==> src/rtl/branch_predict_unit_if.sv <==
// IF/ID-facing bundle of branch_predict_unit; BRANCH_STATS_EN adds the stat counters.
// master = pipeline side driving lookup/resolve requests, slave = predictor.
interface branch_predict_unit_if #(
  parameter int XLEN = 32,
  parameter int PC_W = 32
);
  logic [PC_W-1:0] if_pc;
  logic            if_pred_taken;

  logic            id_valid;
  logic [PC_W-1:0] id_pc;
  logic [2:0]      id_funct3;
  logic [XLEN-1:0] id_rs1;
  logic [XLEN-1:0] id_rs2;
  logic            id_pred_taken;
  logic            stall;
  logic            flush;

  logic            res_valid;
  logic            res_taken;
  logic            res_mispredict;
  logic            res_illegal;
  logic [PC_W-1:0] res_pc;
`ifdef BRANCH_STATS_EN
  logic [31:0]     stat_branches;
  logic [31:0]     stat_mispredicts;
`endif

  modport master (
    output if_pc, id_valid, id_pc, id_funct3, id_rs1, id_rs2, id_pred_taken, stall, flush,
    input  if_pred_taken, res_valid, res_taken, res_mispredict, res_illegal, res_pc
`ifdef BRANCH_STATS_EN
    , input stat_branches, stat_mispredicts
`endif
  );

  modport slave (
    input  if_pc, id_valid, id_pc, id_funct3, id_rs1, id_rs2, id_pred_taken, stall, flush,
    output if_pred_taken, res_valid, res_taken, res_mispredict, res_illegal, res_pc
`ifdef BRANCH_STATS_EN
    , output stat_branches, stat_mispredicts
`endif
  );
endinterface

==> src/rtl/branch_predict_unit.sv <==
// Branch resolve (1-cycle registered result) + 2-bit BHT; stall holds result and defers the update,
// flush drops it. Define BRANCH_STATS_EN for 32-bit branch/mispredict counters.
module branch_predict_unit #(
  parameter int         XLEN      = 32,
  parameter int         PC_W      = 32,
  parameter int         BHT_DEPTH = 64,
  parameter logic [1:0] CNT_INIT  = 2'b01
) (
  input logic                 clk,
  input logic                 rst_n,
  branch_predict_unit_if.slave bus
);
  localparam int IDX_W = $clog2(BHT_DEPTH);

  typedef enum logic [2:0] {
    F3_BEQ  = 3'b000,
    F3_BNE  = 3'b001,
    F3_BLT  = 3'b100,
    F3_BGE  = 3'b101,
    F3_BLTU = 3'b110,
    F3_BGEU = 3'b111
  } funct3_e;

  logic [1:0]       bht_q [BHT_DEPTH];
  logic [IDX_W-1:0] if_idx;
  logic [IDX_W-1:0] upd_idx;
  logic             upd_en;
  logic [1:0]       upd_cnt_d;

  logic             res_valid_q, res_valid_d;
  logic             res_taken_q, res_taken_d;
  logic             res_mispredict_q, res_mispredict_d;
  logic             res_illegal_q, res_illegal_d;
  logic [PC_W-1:0]  res_pc_q, res_pc_d;

  logic [XLEN:0]    diff;
  logic             is_eq;
  logic             is_lt_s;
  logic             is_lt_u;
  logic             cond_taken;
  logic             cond_illegal;
  logic             capture;
  logic             unused_pc_bits;

  // Tagless direct-mapped lookup: aliasing between PCs sharing an index is accepted.
  assign if_idx             = bus.if_pc[IDX_W+1:2];
  assign upd_idx            = res_pc_q[IDX_W+1:2];
  assign bus.if_pred_taken  = bht_q[if_idx][1];
  assign unused_pc_bits     = ^{bus.if_pc, res_pc_q};

  // One shared subtractor: bit XLEN is the unsigned borrow.
  assign diff    = {1'b0, bus.id_rs1} - {1'b0, bus.id_rs2};
  assign is_eq   = (diff[XLEN-1:0] == '0);
  assign is_lt_u = diff[XLEN];
  assign is_lt_s = (bus.id_rs1[XLEN-1] & ~bus.id_rs2[XLEN-1]) |
                   ((bus.id_rs1[XLEN-1] ~^ bus.id_rs2[XLEN-1]) & diff[XLEN-1]);

  always_comb begin
    cond_taken   = 1'b0;
    cond_illegal = 1'b0;
    case (bus.id_funct3)
      F3_BEQ:  cond_taken = is_eq;
      F3_BNE:  cond_taken = ~is_eq;
      F3_BLT:  cond_taken = is_lt_s;
      F3_BGE:  cond_taken = ~is_lt_s;
      F3_BLTU: cond_taken = is_lt_u;
      F3_BGEU: cond_taken = ~is_lt_u;
      default: cond_illegal = 1'b1;
    endcase
  end

  assign capture = bus.id_valid & ~bus.stall & ~bus.flush;

  always_comb begin
    res_valid_d      = res_valid_q;
    res_taken_d      = res_taken_q;
    res_mispredict_d = res_mispredict_q;
    res_illegal_d    = res_illegal_q;
    res_pc_d         = res_pc_q;
    if (capture) begin
      res_valid_d      = 1'b1;
      res_taken_d      = cond_taken;
      res_mispredict_d = cond_taken ^ bus.id_pred_taken;
      res_illegal_d    = cond_illegal;
      res_pc_d         = bus.id_pc;
    end else if (bus.flush || !bus.stall) begin
      res_valid_d = 1'b0;
    end
  end

  always_ff @(posedge clk or negedge rst_n) begin
    if (!rst_n) begin
      res_valid_q      <= 1'b0;
      res_taken_q      <= 1'b0;
      res_mispredict_q <= 1'b0;
      res_illegal_q    <= 1'b0;
      res_pc_q         <= '0;
    end else begin
      res_valid_q      <= res_valid_d;
      res_taken_q      <= res_taken_d;
      res_mispredict_q <= res_mispredict_d;
      res_illegal_q    <= res_illegal_d;
      res_pc_q         <= res_pc_d;
    end
  end

  assign bus.res_valid      = res_valid_q;
  assign bus.res_taken      = res_taken_q;
  assign bus.res_mispredict = res_mispredict_q;
  assign bus.res_illegal    = res_illegal_q;
  assign bus.res_pc         = res_pc_q;

  // A held result updates only once, on the first cycle it is neither stalled nor flushed.
  assign upd_en = res_valid_q & ~res_illegal_q & ~bus.stall & ~bus.flush;

  always_comb begin
    upd_cnt_d = bht_q[upd_idx];
    if (res_taken_q && bht_q[upd_idx] != 2'b11) begin
      upd_cnt_d = bht_q[upd_idx] + 2'b01;
    end else if (!res_taken_q && bht_q[upd_idx] != 2'b00) begin
      upd_cnt_d = bht_q[upd_idx] - 2'b01;
    end
  end

  always_ff @(posedge clk or negedge rst_n) begin
    if (!rst_n) begin
      for (int i = 0; i < BHT_DEPTH; i++) begin
        bht_q[i] <= CNT_INIT;
      end
    end else if (upd_en) begin
      bht_q[upd_idx] <= upd_cnt_d;
    end
  end

`ifdef BRANCH_STATS_EN
  logic [31:0] stat_branches_q, stat_branches_d;
  logic [31:0] stat_mispredicts_q, stat_mispredicts_d;

  always_comb begin
    stat_branches_d    = stat_branches_q;
    stat_mispredicts_d = stat_mispredicts_q;
    if (upd_en) begin
      stat_branches_d = stat_branches_q + 32'd1;
      if (res_mispredict_q) begin
        stat_mispredicts_d = stat_mispredicts_q + 32'd1;
      end
    end
  end

  always_ff @(posedge clk or negedge rst_n) begin
    if (!rst_n) begin
      stat_branches_q    <= '0;
      stat_mispredicts_q <= '0;
    end else begin
      stat_branches_q    <= stat_branches_d;
      stat_mispredicts_q <= stat_mispredicts_d;
    end
  end

  assign bus.stat_branches    = stat_branches_q;
  assign bus.stat_mispredicts = stat_mispredicts_q;
`endif
endmodule

==> src/flat_wrapper.sv <==
// flat-port wrapper written by rule: the top's interface ports become plain ports
module branch_predict_unit_flat 
#(
  parameter int         XLEN      = 32,
  parameter int         PC_W      = 32,
  parameter int         BHT_DEPTH = 64,
  parameter logic [1:0] CNT_INIT  = 2'b01
)
  (clk, rst_n, bus_if_pc, bus_id_valid, bus_id_pc, bus_id_funct3, bus_id_rs1, bus_id_rs2, bus_id_pred_taken, bus_stall, bus_flush, bus_if_pred_taken, bus_res_valid, bus_res_taken, bus_res_mispredict, bus_res_illegal, bus_res_pc);
  branch_predict_unit_if #(.XLEN(XLEN), .PC_W(PC_W)) bus_i ();
  input logic clk;
  input logic rst_n;
  input wire logic [$bits(bus_i.if_pc)-1:0] bus_if_pc;
  input wire logic [$bits(bus_i.id_valid)-1:0] bus_id_valid;
  input wire logic [$bits(bus_i.id_pc)-1:0] bus_id_pc;
  input wire logic [$bits(bus_i.id_funct3)-1:0] bus_id_funct3;
  input wire logic [$bits(bus_i.id_rs1)-1:0] bus_id_rs1;
  input wire logic [$bits(bus_i.id_rs2)-1:0] bus_id_rs2;
  input wire logic [$bits(bus_i.id_pred_taken)-1:0] bus_id_pred_taken;
  input wire logic [$bits(bus_i.stall)-1:0] bus_stall;
  input wire logic [$bits(bus_i.flush)-1:0] bus_flush;
  output wire logic [$bits(bus_i.if_pred_taken)-1:0] bus_if_pred_taken;
  output wire logic [$bits(bus_i.res_valid)-1:0] bus_res_valid;
  output wire logic [$bits(bus_i.res_taken)-1:0] bus_res_taken;
  output wire logic [$bits(bus_i.res_mispredict)-1:0] bus_res_mispredict;
  output wire logic [$bits(bus_i.res_illegal)-1:0] bus_res_illegal;
  output wire logic [$bits(bus_i.res_pc)-1:0] bus_res_pc;
  assign bus_i.if_pc = bus_if_pc;
  assign bus_i.id_valid = bus_id_valid;
  assign bus_i.id_pc = bus_id_pc;
  assign bus_i.id_funct3 = bus_id_funct3;
  assign bus_i.id_rs1 = bus_id_rs1;
  assign bus_i.id_rs2 = bus_id_rs2;
  assign bus_i.id_pred_taken = bus_id_pred_taken;
  assign bus_i.stall = bus_stall;
  assign bus_i.flush = bus_flush;
  assign bus_if_pred_taken = bus_i.if_pred_taken;
  assign bus_res_valid = bus_i.res_valid;
  assign bus_res_taken = bus_i.res_taken;
  assign bus_res_mispredict = bus_i.res_mispredict;
  assign bus_res_illegal = bus_i.res_illegal;
  assign bus_res_pc = bus_i.res_pc;
  branch_predict_unit #(.XLEN(XLEN), .PC_W(PC_W), .BHT_DEPTH(BHT_DEPTH), .CNT_INIT(CNT_INIT)) u_core (.clk(clk), .rst_n(rst_n), .bus(bus_i));
endmodule
==> config.mk <==
export PLATFORM = sky130hd
export DESIGN_NAME = branch_predict_unit_flat
export DESIGN_NICKNAME = d
export VERILOG_FILES = /design/src/rtl/branch_predict_unit_if.sv /design/src/rtl/branch_predict_unit.sv /design/src/flat_wrapper.sv
export SDC_FILE = /design/constraint.sdc
export NUM_CORES = 1
export LEC_CHECK = 0
export CAP_MARGIN = 20
export CORE_MARGIN = 4
export CORE_UTILIZATION = 45
export DETAILED_ROUTE_END_ITERATION = 10
export PLACE_DENSITY = 0.69
export SYNTH_ARGS = -nofsm -noshare
export SYNTH_HDL_FRONTEND = slang
export SYNTH_SLANG_ARGS = --single-unit
==> constraint.sdc <==
create_clock -name clk -period 5.15 [get_ports clk]
set_input_delay 1.03 -clock clk [delete_from_list [all_inputs] [get_ports clk]]
set_output_delay 1.03 -clock clk [all_outputs]
set_load 0.005 [all_outputs]
==> results.yml <==
clocking:
  cts_hold_buf: 0
  cts_tree: "built"
  cts_sinks: 164
  cts_buffer_depth: 2
  cts_root_buf: "clkbuf_16"
  clk_pin_slew_ps: 60
  numCtsBuffers: 17
  ctsHtreeMaxLevel: 4
  clock_latency_ps: 430
placement:
  routabilityCongestion: 0.932
  hpwl_um: 21600
  port_buffers: 147
  place_ws_ps: -922
timing:
  holdWs_ps: 469
  setup_violations: 1
  setup-tns-final_ps: -141
  worst_pin_slew_ps: 940
  finalCritPeriodShare_pct: 103
  rsz0062_at_grt: "true"
  maxSlewHeadroom_pct: 37.4
  fmax_mhz: 189
  setup_ws_ps: -141
  skew_ps: 13.1
  final_hold_viol_count: 0
  fin_crit_ps: 5290
  slew_viol_final: 0
routing:
  wl_um: 31700
  drc_errors: 0
  drtPass1Iterations: 5
  first_iter_violations: 768
  wl_per_cell_um: 19.8
  viasPerCell: 5.87
  final_antenna_net_count: 0
  vias: 9398
pwr:
  clockPowerShare_pct: 33.5
  cellPowerDensity_nw_per_um2: 262
  combPwrFrac_pct: 27.5
  irDropWorstVdd_mv: 0.211
  p_seq_share_pct: 39.0
  switching_share_pct: 31.3
  leakagePower_nw: 6.20
  p_int_mw: 2.54
  p_sw_mw: 1.16
final_layout:
  drive_above_1_share_pct: 36.5
  fillers: 1876
  multi_input_area_sq_um: 6280
  ff_latch_area_sq_um: 4180
  areaGrowthSynthToFinish_pct: 35.1
  final_nets: 1473
synthesis:
  synthCells: 1057
  synth_area_sq_um: 10400
  synth_nets: 1230
  ys_seq_area_share_pct: 40.2
  synth.avg_cell_area_sq_um: 9.85
  async_flop_share_pct: 100
  synthFlopType: "dfrtp_1"
  ys_ff_latch: 164
  synth_area_leaders: "dfrtp_1 24%, dfstp_2 16%, mux2_2 14%"
  synth-edff-count: 0
  yosys.area.top_type_share_pct: 24.0
  yosysWarnings: 0
  ys_types: 74
  synth_common_cells: "193 x nand2_1, 128 x mux2_2, 100 x dfrtp_1"
  yosys.area.top_type: "dfrtp_1"
  synth_most_common_cell: "nand2_1"
floorplan:
  die-area_sq_um: 25600
  core_area_sq_um: 22700
  rows: 55
  boundaryPins: 174
  die_w_um: 160
  die_h_um: 160
  start_util_pct: 45.9
critical_path:
  crit_type: "input pin to register"
  cp_max_fo: 3
  cp_slowest_cell: "nor4b_1"
  end_kind: "register"
  cp.arrival_ps: 5590
  crit_family: "buffers and inverters"
  critPathMaxStageDelay_ps: 370
  worst_setup_path_start_kind: "input pin"
  timing.critical_path.buf_inv: 17
  crit_top_cell: "buf_4"
  crit_required_ps: 5450
min_path:
  hp-class: "register to register"
outcome:
  violations: "setup timing"
  status: "finished with violations"
global_routing:
  antenna_found_initial: 2
  grt_use_total_pct: 24.4
  grt_max_degree: 97
  grt_pass1_wl_um: 51100
  grt-ovfl-total: 0
  grt_pass1_vias: 9717
run:
  maxCapViolCount: 0
[final cells by class]
type	instances	area share, %
Multi-Input combinational cell	782	44.7
Antenna cell	2	0.0356
Sequential cell	164	29.7
Tap cell	285	2.53
Inverter	49	1.34
Clock buffer	19	3.15
Clock inverter	13	0.871
Timing Repair Buffer	286	17.7
[worst reg2reg max path: cells and delay by family, from the launching register on]
family / cells / cell delay [ps]
fa+ha+maj: 1 / 240
compound gates: 4 / 760
xor+xnor: 1 / 110
buf+inv: 1 / 540
simple gates: 4 / 1290
mux: 1 / 310
flops: 1 / 540
[state kept, by name, indices dropped and copies added, names as in the netlist]
| signal | cells |
|---|---|
| u_core.bht_q | 128 |
| u_core.bus.res_pc | 32 |
| u_core.bus.res_illegal | 1 |
| u_core.bus.res_mispredict | 1 |
| u_core.bus.res_taken | 1 |
| u_core.bus.res_valid | 1 |
[path summary, 6_finish.rpt]
| check | from | to | slack (ps) | cells after the start |
|---|---|---|---|---|
| hold / removal | u_core.bus.res_pc[16]$_DFFE_PN0P_ | u_core.bus.res_pc[16]$_DFFE_PN0P_ | 470 | 2 |
| setup / recovery | bus_id_rs1[2] | u_core.bus.res_mispredict$_DFFE_PN0P_ | -140 | 29 |
| hold reg to reg | u_core.bus.res_pc[16]$_DFFE_PN0P_ | u_core.bus.res_pc[16]$_DFFE_PN0P_ | 470 | 2 |
| min in group asynchronous | rst_n | u_core.bht_q[1]$_DFFE_PN0P_ | 690 | 1 |
| max in group asynchronous | rst_n | u_core.bht_q[100]$_DFFE_PN1P_ | 3380 | 2 |
| setup reg to reg | u_core.bus.res_pc[4]$_DFFE_PN0P_ | u_core.bht_q[92]$_DFFE_PN1P_ | 1300 | 12 |
[stage by stage]
| step | area, sq um | instances | total power, mW | util (%) |
|---|---|---|---|---|
| 2_1_floorplan | 10500 | 1057 | 1.92 | - |
| 3_3_place_gp | 12800 | 1520 | 2.36 | 56.3 |
| 3_5_place_dp | 12800 | 1520 | 2.37 | 56.3 |
| 4_1_cts | 14000 | 1594 | 3.69 | 61.5 |
| 5_1_grt | 14100 | 1600 | 3.87 | 62.0 |
| 6_report | 14100 | 1600 | 3.69 | 62.0 |
[cells by family after synthesis]
family / Yosys count / synth area share (%)
multiplexers: 156 / 19.1
adder cells (fa/ha/maj): 36 / 4.47
XOR/XNOR: 11 / 0.925
flip-flops: 164 / 40.2
AND/OR/NAND/NOR: 370 / 17.0
buffers and inverters: 111 / 4.19
AO/OA/AOI/OAI: 209 / 14.2
[metal layers]
layer  up-vias  global-route usage [%]  wire [um]  part of all wire (%)
met5         -                       0          0                     0
met4         0                    8.99        882                   2.8
met3        90                    5.83       2170                   6.9
met2       411                    41.3      15600                    49
met1      4568                    30.5      13000                    41
li1       4329                       -          -                     -
[power by group through the flow]
stage          logic [mW]  registers [mW]  clock network [mW]
5_1_grt              1.10            1.45                1.32
3_5_place_dp        0.912            1.46                   0
3_3_place_gp        0.905            1.46                   0
6_report             1.02            1.44                1.24
2_1_floorplan       0.481            1.44                   0
4_1_cts             0.990            1.44                1.26
[cells in the final DEF (no fill, tap or decap), types with 10 or more instances in the layout]
| cell type | synthesis | layout |
|---|---|---|
| clkbuf_16 | 0 | 17 |
| and2_1 | 15 | 15 |
| a21oi_1 | 42 | 33 |
| nand2_1 | 193 | 187 |
| mux4_2 | 21 | 21 |
| nand4_1 | 23 | 23 |
| mux2_2 | 128 | 128 |
| a221oi_1 | 10 | 10 |
| nor2b_1 | 12 | 11 |
| o21ai_0 | 20 | 15 |
| nor2_1 | 48 | 45 |
| ha_4 | 0 | 21 |
| ha_1 | 34 | 11 |
| inv_1 | 49 | 29 |
| dfstp_2 | 64 | 64 |
| dfrtp_1 | 100 | 100 |
| a22oi_1 | 54 | 54 |
| dlygate4sd2_1 | 0 | 33 |
| buf_4 | 0 | 136 |
| inv_2 | 0 | 19 |
| clkdlybuf4s50_1 | 0 | 99 |
[what timing repair did]
item	in CTS	in global routing
pin swaps	56	11
endpoints found under the setup margin	2	2
resized for setup	126	24
buffers inserted	42	3
Power figures use the tool's default switching activity.
